**src/rtl/if_fetch_unit_if.sv**
```systemverilog
// ============================================================================
//  Module : if_fetch_unit_if
//  Brief  : Single-outstanding instruction-memory request/response bundle.
//  Rev    : 1.0  initial release
// ============================================================================
`default_nettype none

interface if_fetch_unit_if;
    logic        req;
    logic [31:0] addr;
    logic        gnt;
    logic        rvalid;
    logic [31:0] rdata;

    modport master (output req, output addr, input gnt, input rvalid, input rdata);
    modport slave  (input req, input addr, output gnt, output rvalid, output rdata);
endinterface

`default_nettype wire

```
**src/rtl/if_fetch_unit.sv**
```systemverilog
// ============================================================================
//  Module : if_fetch_unit
//  Brief  : Instruction fetch stage feeding IF/ID; optional counters via FETCH_PERF_EN.
//  Rev    : 1.0  initial release
// ============================================================================
`default_nettype none

module if_fetch_unit #(
    parameter logic [31:0] RESET_PC = 32'h0000_0000,
    parameter logic [31:0] NOP_INST = 32'h0000_0013
) (
    input  logic                   clk,
    input  logic                   rst,
    input  logic                   PC_Stall,
    input  logic                   Redirect,
    input  logic [31:0]            Redirect_PC,
    if_fetch_unit_if.master        imem,
    output logic [31:0]            instOut,
    output logic [31:0]            PC,
    output logic                   Fetch_Valid,
    output logic [31:0]            perf_inst_cnt,
    output logic [31:0]            perf_bubble_cnt
);

    typedef enum logic [1:0] {
        S_REQ  = 2'd0,
        S_WAIT = 2'd1,
        S_DROP = 2'd2,
        S_HOLD = 2'd3
    } state_t;

    state_t      state_q, state_d;
    logic [31:0] fetch_pc_q, fetch_pc_d;
    logic [31:0] pend_pc_q, pend_pc_d;
    logic [31:0] hold_inst_q, hold_inst_d;
    logic [31:0] hold_pc_q, hold_pc_d;
    logic [31:0] inst_q, inst_d;
    logic [31:0] pc_q, pc_d;
    logic        valid_q, valid_d;

    logic        deliver;
    logic [31:0] dlv_inst;
    logic [31:0] dlv_pc;
    logic [31:0] target_pc;

    assign target_pc = Redirect_PC & ~32'h0000_0003;

    assign imem.req    = (state_q == S_REQ) && !rst;
    assign imem.addr   = fetch_pc_q;
    assign instOut     = inst_q;
    assign PC          = pc_q;
    assign Fetch_Valid = valid_q;

    always_comb begin
        state_d     = state_q;
        fetch_pc_d  = fetch_pc_q;
        pend_pc_d   = pend_pc_q;
        hold_inst_d = hold_inst_q;
        hold_pc_d   = hold_pc_q;
        deliver     = 1'b0;
        dlv_inst    = hold_inst_q;
        dlv_pc      = hold_pc_q;

        case (state_q)
            S_REQ: begin
                if (Redirect) begin
                    fetch_pc_d = target_pc;
                    if (imem.gnt) state_d = S_DROP;
                end else if (imem.gnt) begin
                    pend_pc_d = fetch_pc_q;
                    state_d   = S_WAIT;
                end
            end
            S_WAIT: begin
                if (Redirect) begin
                    fetch_pc_d = target_pc;
                    state_d    = imem.rvalid ? S_REQ : S_DROP;
                end else if (imem.rvalid) begin
                    fetch_pc_d = pend_pc_q + 32'd4;
                    if (PC_Stall) begin
                        hold_inst_d = imem.rdata;
                        hold_pc_d   = pend_pc_q;
                        state_d     = S_HOLD;
                    end else begin
                        deliver  = 1'b1;
                        dlv_inst = imem.rdata;
                        dlv_pc   = pend_pc_q;
                        state_d  = S_REQ;
                    end
                end
            end
            S_DROP: begin
                if (Redirect) fetch_pc_d = target_pc;
                if (imem.rvalid) state_d = S_REQ;
            end
            S_HOLD: begin
                if (Redirect) begin
                    fetch_pc_d = target_pc;
                    state_d    = S_REQ;
                end else if (!PC_Stall) begin
                    deliver = 1'b1;
                    state_d = S_REQ;
                end
            end
            default: state_d = S_REQ;
        endcase

        // Redirect squashes the wrong-path output even while IF/ID is stalled.
        inst_d  = inst_q;
        pc_d    = pc_q;
        valid_d = valid_q;
        if (Redirect) begin
            inst_d  = NOP_INST;
            valid_d = 1'b0;
        end else if (deliver) begin
            inst_d  = dlv_inst;
            pc_d    = dlv_pc;
            valid_d = 1'b1;
        end else if (!PC_Stall) begin
            inst_d  = NOP_INST;
            valid_d = 1'b0;
        end
    end

    always_ff @(posedge clk) begin
        if (rst) begin
            state_q     <= S_REQ;
            fetch_pc_q  <= RESET_PC;
            pend_pc_q   <= RESET_PC;
            hold_inst_q <= NOP_INST;
            hold_pc_q   <= RESET_PC;
            inst_q      <= NOP_INST;
            pc_q        <= RESET_PC;
            valid_q     <= 1'b0;
        end else begin
            state_q     <= state_d;
            fetch_pc_q  <= fetch_pc_d;
            pend_pc_q   <= pend_pc_d;
            hold_inst_q <= hold_inst_d;
            hold_pc_q   <= hold_pc_d;
            inst_q      <= inst_d;
            pc_q        <= pc_d;
            valid_q     <= valid_d;
        end
    end

`ifdef FETCH_PERF_EN
    logic [31:0] perf_inst_cnt_q, perf_inst_cnt_d;
    logic [31:0] perf_bubble_cnt_q, perf_bubble_cnt_d;
    logic        bubble;

    always_comb begin
        bubble            = Redirect || (!deliver && !PC_Stall);
        perf_inst_cnt_d   = perf_inst_cnt_q + (deliver && !Redirect ? 32'd1 : 32'd0);
        perf_bubble_cnt_d = perf_bubble_cnt_q + (bubble ? 32'd1 : 32'd0);
    end

    always_ff @(posedge clk) begin
        if (rst) begin
            perf_inst_cnt_q   <= 32'd0;
            perf_bubble_cnt_q <= 32'd0;
        end else begin
            perf_inst_cnt_q   <= perf_inst_cnt_d;
            perf_bubble_cnt_q <= perf_bubble_cnt_d;
        end
    end

    assign perf_inst_cnt   = perf_inst_cnt_q;
    assign perf_bubble_cnt = perf_bubble_cnt_q;
`else
    assign perf_inst_cnt   = 32'h0;
    assign perf_bubble_cnt = 32'h0;
`endif

endmodule

`default_nettype wire

```
**src/flat_wrapper.sv**
```systemverilog
// flat-port wrapper written by rule: the top's interface ports become plain ports
module if_fetch_unit_flat 
#(
    parameter logic [31:0] RESET_PC = 32'h0000_0000,
    parameter logic [31:0] NOP_INST = 32'h0000_0013
)
  (clk, rst, PC_Stall, Redirect, Redirect_PC, instOut, PC, Fetch_Valid, perf_inst_cnt, perf_bubble_cnt, imem_req, imem_addr, imem_gnt, imem_rvalid, imem_rdata);
  if_fetch_unit_if imem_i ();
  input  logic clk;
  input  logic rst;
  input  logic PC_Stall;
  input  logic Redirect;
  input  logic [31:0] Redirect_PC;
  output logic [31:0] instOut;
  output logic [31:0] PC;
  output logic Fetch_Valid;
  output logic [31:0] perf_inst_cnt;
  output logic [31:0] perf_bubble_cnt;
  output wire logic [$bits(imem_i.req)-1:0] imem_req;
  output wire logic [$bits(imem_i.addr)-1:0] imem_addr;
  input wire logic [$bits(imem_i.gnt)-1:0] imem_gnt;
  input wire logic [$bits(imem_i.rvalid)-1:0] imem_rvalid;
  input wire logic [$bits(imem_i.rdata)-1:0] imem_rdata;
  assign imem_req = imem_i.req;
  assign imem_addr = imem_i.addr;
  assign imem_i.gnt = imem_gnt;
  assign imem_i.rvalid = imem_rvalid;
  assign imem_i.rdata = imem_rdata;
  if_fetch_unit #(.RESET_PC(RESET_PC), .NOP_INST(NOP_INST)) u_core (.clk(clk), .rst(rst), .PC_Stall(PC_Stall), .Redirect(Redirect), .Redirect_PC(Redirect_PC), .imem(imem_i), .instOut(instOut), .PC(PC), .Fetch_Valid(Fetch_Valid), .perf_inst_cnt(perf_inst_cnt), .perf_bubble_cnt(perf_bubble_cnt));
endmodule
```
**config.mk**
```make
export PLATFORM = sky130hd
export DESIGN_NAME = if_fetch_unit_flat
export DESIGN_NICKNAME = d
export VERILOG_FILES = /design/src/rtl/if_fetch_unit_if.sv /design/src/rtl/if_fetch_unit.sv /design/src/flat_wrapper.sv
export SDC_FILE = /design/constraint.sdc
export NUM_CORES = 1
export LEC_CHECK = 0
export ABC_AREA = 1
export CAP_MARGIN = 20
export CORE_MARGIN = 1.5
export CORE_UTILIZATION = 40
export CTS_CLUSTER_DIAMETER = 40
export DETAILED_ROUTE_END_ITERATION = 12
export PLACE_DENSITY = 0.65
export SLEW_MARGIN = 20
export SYNTH_ARGS = -nofsm -noshare
export SYNTH_HDL_FRONTEND = slang
export SYNTH_SLANG_ARGS = --single-unit
```
**constraint.sdc**
```tcl
create_clock -name clk -period 1.9 [get_ports clk]
set_input_delay 0.38 -clock clk [delete_from_list [all_inputs] [get_ports clk]]
set_output_delay 0.38 -clock clk [all_outputs]
set_load 0.01 [all_outputs]
```
Word level (Yosys, flattened, before mapping)
Index checks and enable logic that the tools add are counted.
Storage, ports and cells
  register bits: 195
Operators by class
  add/sub/neg operators: 1
  equality and inequality tests: 9
  mux-type cells: 30
  bitwise gates (word level): 1
  reductions and logical operators: 10
Operator list (count)
  2-to-1 mux 32 bit: 11
  one-hot mux 32 bit (2 select lines): 1
  adder 32 x 3 -> 32 bit, second input constant: 1
  2-to-1 mux 2 bit: 10
  one-hot mux 2 bit (4 select lines): 1
  AND reduction 4 bit: 2
  2-to-1 mux 1 bit: 6
  inequality test 3 bit, second input constant: 2
  == test 2 bit, second input constant: 2
  inequality test 2 x 1 -> 1 bit, second input constant: 2
  inequality test 2 bit, second input constant: 2
  AND reduction 2 bit: 2
  AND reduction 3 bit: 1
  OR reduction 3 bit: 1
  == test 2 x 1 -> 1 bit, second input constant: 1
  zero test 2 bit: 1
  one-hot mux 1 bit (2 select lines): 1
  OR reduction 2 bit: 1
  logical AND 1 bit: 1
  zero test 1 bit: 1
  NOT 1 bit: 1

Logic depth before layout (Yosys ltp)
  word-level depth: 5
  gate-level depth with buffers: 10
  mapped depth without buffers: 10

Least setup slack after synthesis
Ideal clock, no wire load.
  path type: input -> register
  start: input PC_Stall
  end: register u_core.pc_q[15] (netlist: u_core.PC[15])
  data arrival time: 1.346 ns
  data required time: 1.779 ns
  slack: 0.433 ns
  stages: 5
  path buffers: 3
  cell sequence: buf_2 -> nor4_4 -> buf_2 -> buf_2 -> a21oi_1
Between the ends
  cells in the longest elaborated chain, start to end: 5
  elaborated cells between the ends (all ways): 9
  those cells by class: mux (8); reduce/logical (1)
Ends and longest elaborated chain
  from (decl): line flat_wrapper.sv:11  | input logic PC_Stall;
  2-to-1 mux 1 bit: line if_fetch_unit.sv:80, if_fetch_unit.sv:100
  2-to-1 mux 1 bit: line if_fetch_unit.sv:78  | end else if (imem.rvalid) begin
  2-to-1 mux 1 bit: line if_fetch_unit.sv:75  | if (Redirect) begin
  one-hot mux 1 bit (2 select lines): line if_fetch_unit.sv:64  | case (state_q)
  AND reduction 2 bit (no line)
  to (signal assigned): line if_fetch_unit.sv:142  | pc_q <= pc_d;
  to (decl): line if_fetch_unit.sv:38  | logic [31:0] pc_q, pc_d;
Parallel ways exist; a longest one is shown, timed or not.
A chain may end at the register's enable or synchronous reset.

Worst setup path in the final report
  start: register u_core.fetch_pc_q[2] (netlist: u_core.imem.addr[2])
  end: output imem_addr[2]
RTL lines
  from (decl): line if_fetch_unit.sv:33  | logic [31:0] fetch_pc_q, fetch_pc_d;
  from (signal assigned): line if_fetch_unit.sv:137  | fetch_pc_q <= fetch_pc_d;
  to (decl): line flat_wrapper.sv:20  | output wire logic [$bits(imem_i.addr)-1:0] imem_addr;
No word-level cell between the ends.

==> results.txt <==
GRT overflow: 0
ordered cell list for the critical path: clkdlybuf4s50_1
Pwr per Cell Area: 829 nW/um^2
RSZ-0062 raised after global routing: no
Multi-input gate area: 3950 sq um
Pint: 6.93 mW
Worst Reg-to-Reg Cells: 10
clock sink count: 195
initial antenna violation count: 0
Clock Power Share: 40.2%
Starting Density: 40.7%
commonest non-fill, non-tap cell in the layout: nand2_1
PnR worst setup slack: 0.0902 ns
Buf/Inv on CP: 1
WL per Instance: 15.0 microns
sequential cell area fraction in the yosys report: 44.1%
Synth Flop Type: dfxtp_1
fin crit share: 95.3%
clock slew at reported path FFs: 0.07 ns
dpl ws: -0.137 ns
Placed Cells: 1613
Synth Warn #: 0
Net Sw Frac: 26.6%
CTS tree: yes
Max IR drop VDD: 517 uV
leakage power: 4.44 nW
non-filler instance count after layout: 1646
Hold Path Stages: 2
most frequent cells in the layout: 209 x nand2_1, 195 x dfxtp_1, 177 x a21oi_1
FF/Latch Area: 3900 sq um
sequential power share: 46.8%
Final nets: 1423
Slowest cell on crit path: clkdlybuf4s50_1
core box area: 21800 sq um
max-cap violation count: 0
Post-CTS Setup Inserts: 0
CTS root buf: clkbuf_16
first-pass GRT wire length: 38500 microns
Residual DRC: 0
delay-heaviest family, CP: buffers and inverters
Filler Cells Inserted: 2090
Comb pwr share: 13.0%
CP arrival: 1.43 ns
htree depth: 4
CP max stage delay: 0.63 ns
# setup viols final: 0
fin crit period: 1.81 ns
Die ar.: 23000 sq um
die height: 152 microns
Final Slew Violations: 0
die width: 152 microns
# IOs: 232
sw power: 2.51 mW
layout cells sized above 1: 7.47%
clk_skew: 0.00996 ns
Iter 0 DRT Violations: 700
CP endpoint kind: output pin
row cnt: 54
fin util: 52.3%
DRT Pass-1 Iters: 6
leading area contributor after synthesis: dfxtp_1
pin count of the biggest net entering global routing: 73
CP Class: reg2out
All-Layer GR Usage: 21.2%
Startpoint Class: flop
Routed Antenna Nets: 0
clk_lat worst skew: 0.44 ns
cells after synthesis: 1202
Post-Syn Area: 8850 sq um
vias in the first global route: 7473
max frequency: 0.553 GHz
HPWL Detailed: 17200 microns
Crit path depth: 1
Area growth syn-to-layout: 28.7%
via count: 8411
Final GP Congestion: 0.882
status: completed
HP Class: reg2reg
Worst EP required: 1.52 ns
EDFF count, synth: 0
synthesis-stage register bit count: 195
share of the synthesized area in the top cell type: 44.1%
Synth cell types: 32
IO Port Bufs: 165
Num CTS Buffers: 17
routed vias/inst: 5.11
Async SR Flop Fraction: 0%
routed wire length: 24700 microns
worst-path maximum fanout: 3
synthesized area per cell: 7.36 sq um
synth top area cells: dfxtp_1 44%, a21oi_1 10%, nand2_1 8.9%
final hold vios: 0
clock buffer depth: 2
-- metrics by stage --
step                instance area, sq um  setup TNS [ns]  total power [mW]  hold WS, ns
global placement                   10800           -6.33              5.72        0.436
detailed placement                 10800           -8.97              5.73        0.443
finish                             11400               0              9.44        0.451
global route                       11400               0              9.80        0.463
CTS                                11400               0              9.52        0.453
floorplan                           9080               0              5.22        0.430
-- routing by layer --
layer / routed length (microns) / global-route usage [%] / up-vias
li1: - / - / 4213
met1: 11100 / 28.2 / 3866
met2: 11700 / 34.9 / 296
met3: 1520 / 3.62 / 36
met4: 424 / 6.88 / 0
met5: 0 / 0 / -
-- state kept, by name, indices dropped and copies added, names as in the netlist --
register	flops
u_core.pend_pc_q	32
u_core.imem.addr	32
u_core.Fetch_Valid	1
u_core.state_q	2
u_core.hold_inst_q	32
u_core.instOut	32
u_core.hold_pc_q	32
u_core.PC	32
-- synth_stat cells (6+ instances only) --
library cell	instances
nand4_1	7
nor2_1	61
a21oi_1	177
o21ai_1	8
inv_2	6
buf_2	30
nand3_1	44
nand2_1	210
inv_1	95
o22ai_1	33
o211ai_1	36
a31oi_1	9
o21ai_0	157
dfxtp_1	195
buf_4	70
clkbuf_1	38
-- cells by family (layout without fill, tap and decap cells) --
| logic type | count (synthesis) | after routing | synth area share (%) |
|---|---|---|---|
| adder cells (fa/ha/maj) | 1 | 1 | 0.141 |
| flip-flops | 195 | 195 | 44.1 |
| other | 1 | 65 | 0.0424 |
| AND/OR/NAND/NOR | 336 | 336 | 16.0 |
| XOR/XNOR | 1 | 1 | 0.0990 |
| AO/OA/AOI/OAI | 422 | 422 | 25.5 |
| buffers and inverters | 246 | 346 | 14.0 |
-- worst paths after layout --
kind	from	end	slack, ns
hold reg to reg	u_core.hold_inst_q[8]	u_core.hold_inst_q[8]	0.45
hold / removal	u_core.hold_inst_q[8]	u_core.hold_inst_q[8]	0.45
setup reg to reg	u_core.pend_pc_q[2]	u_core.imem.addr[16]	0.18
setup / recovery	u_core.imem.addr[2]	imem_addr[2]	0.09
-- area by class of cell --
| cell class | instances | area share, % |
|---|---|---|
| timing repair buffer | 213 | 19.2 |
| inverter | 101 | 3.34 |
| clock buffer | 19 | 3.89 |
| sequential | 195 | 34.3 |
| clock inverter | 13 | 1.54 |
| antenna | 1 | 0.0220 |
| tap | 280 | 3.08 |
| multi-input combinational | 824 | 34.7 |
-- power groups by stage --
| stage | combinational, mW | clock (mW) | sequential, mW |
|---|---|---|---|
| 2_1_floorplan | 0.723 | 0 | 4.50 |
| 3_3_place_gp | 1.21 | 0 | 4.51 |
| 3_5_place_dp | 1.22 | 0 | 4.51 |
| 5_1_grt | 1.36 | 4.00 | 4.44 |
| 6_report | 1.23 | 3.80 | 4.42 |
| 4_1_cts | 1.23 | 3.87 | 4.41 |
-- timing repair --
action / 4_1_cts / 5_1_grt
hold buffers: 0 / 0
resized for setup: 1 / 5
endpoints found under the setup margin: 1 / 9
(Power assumes the default switching activity.)
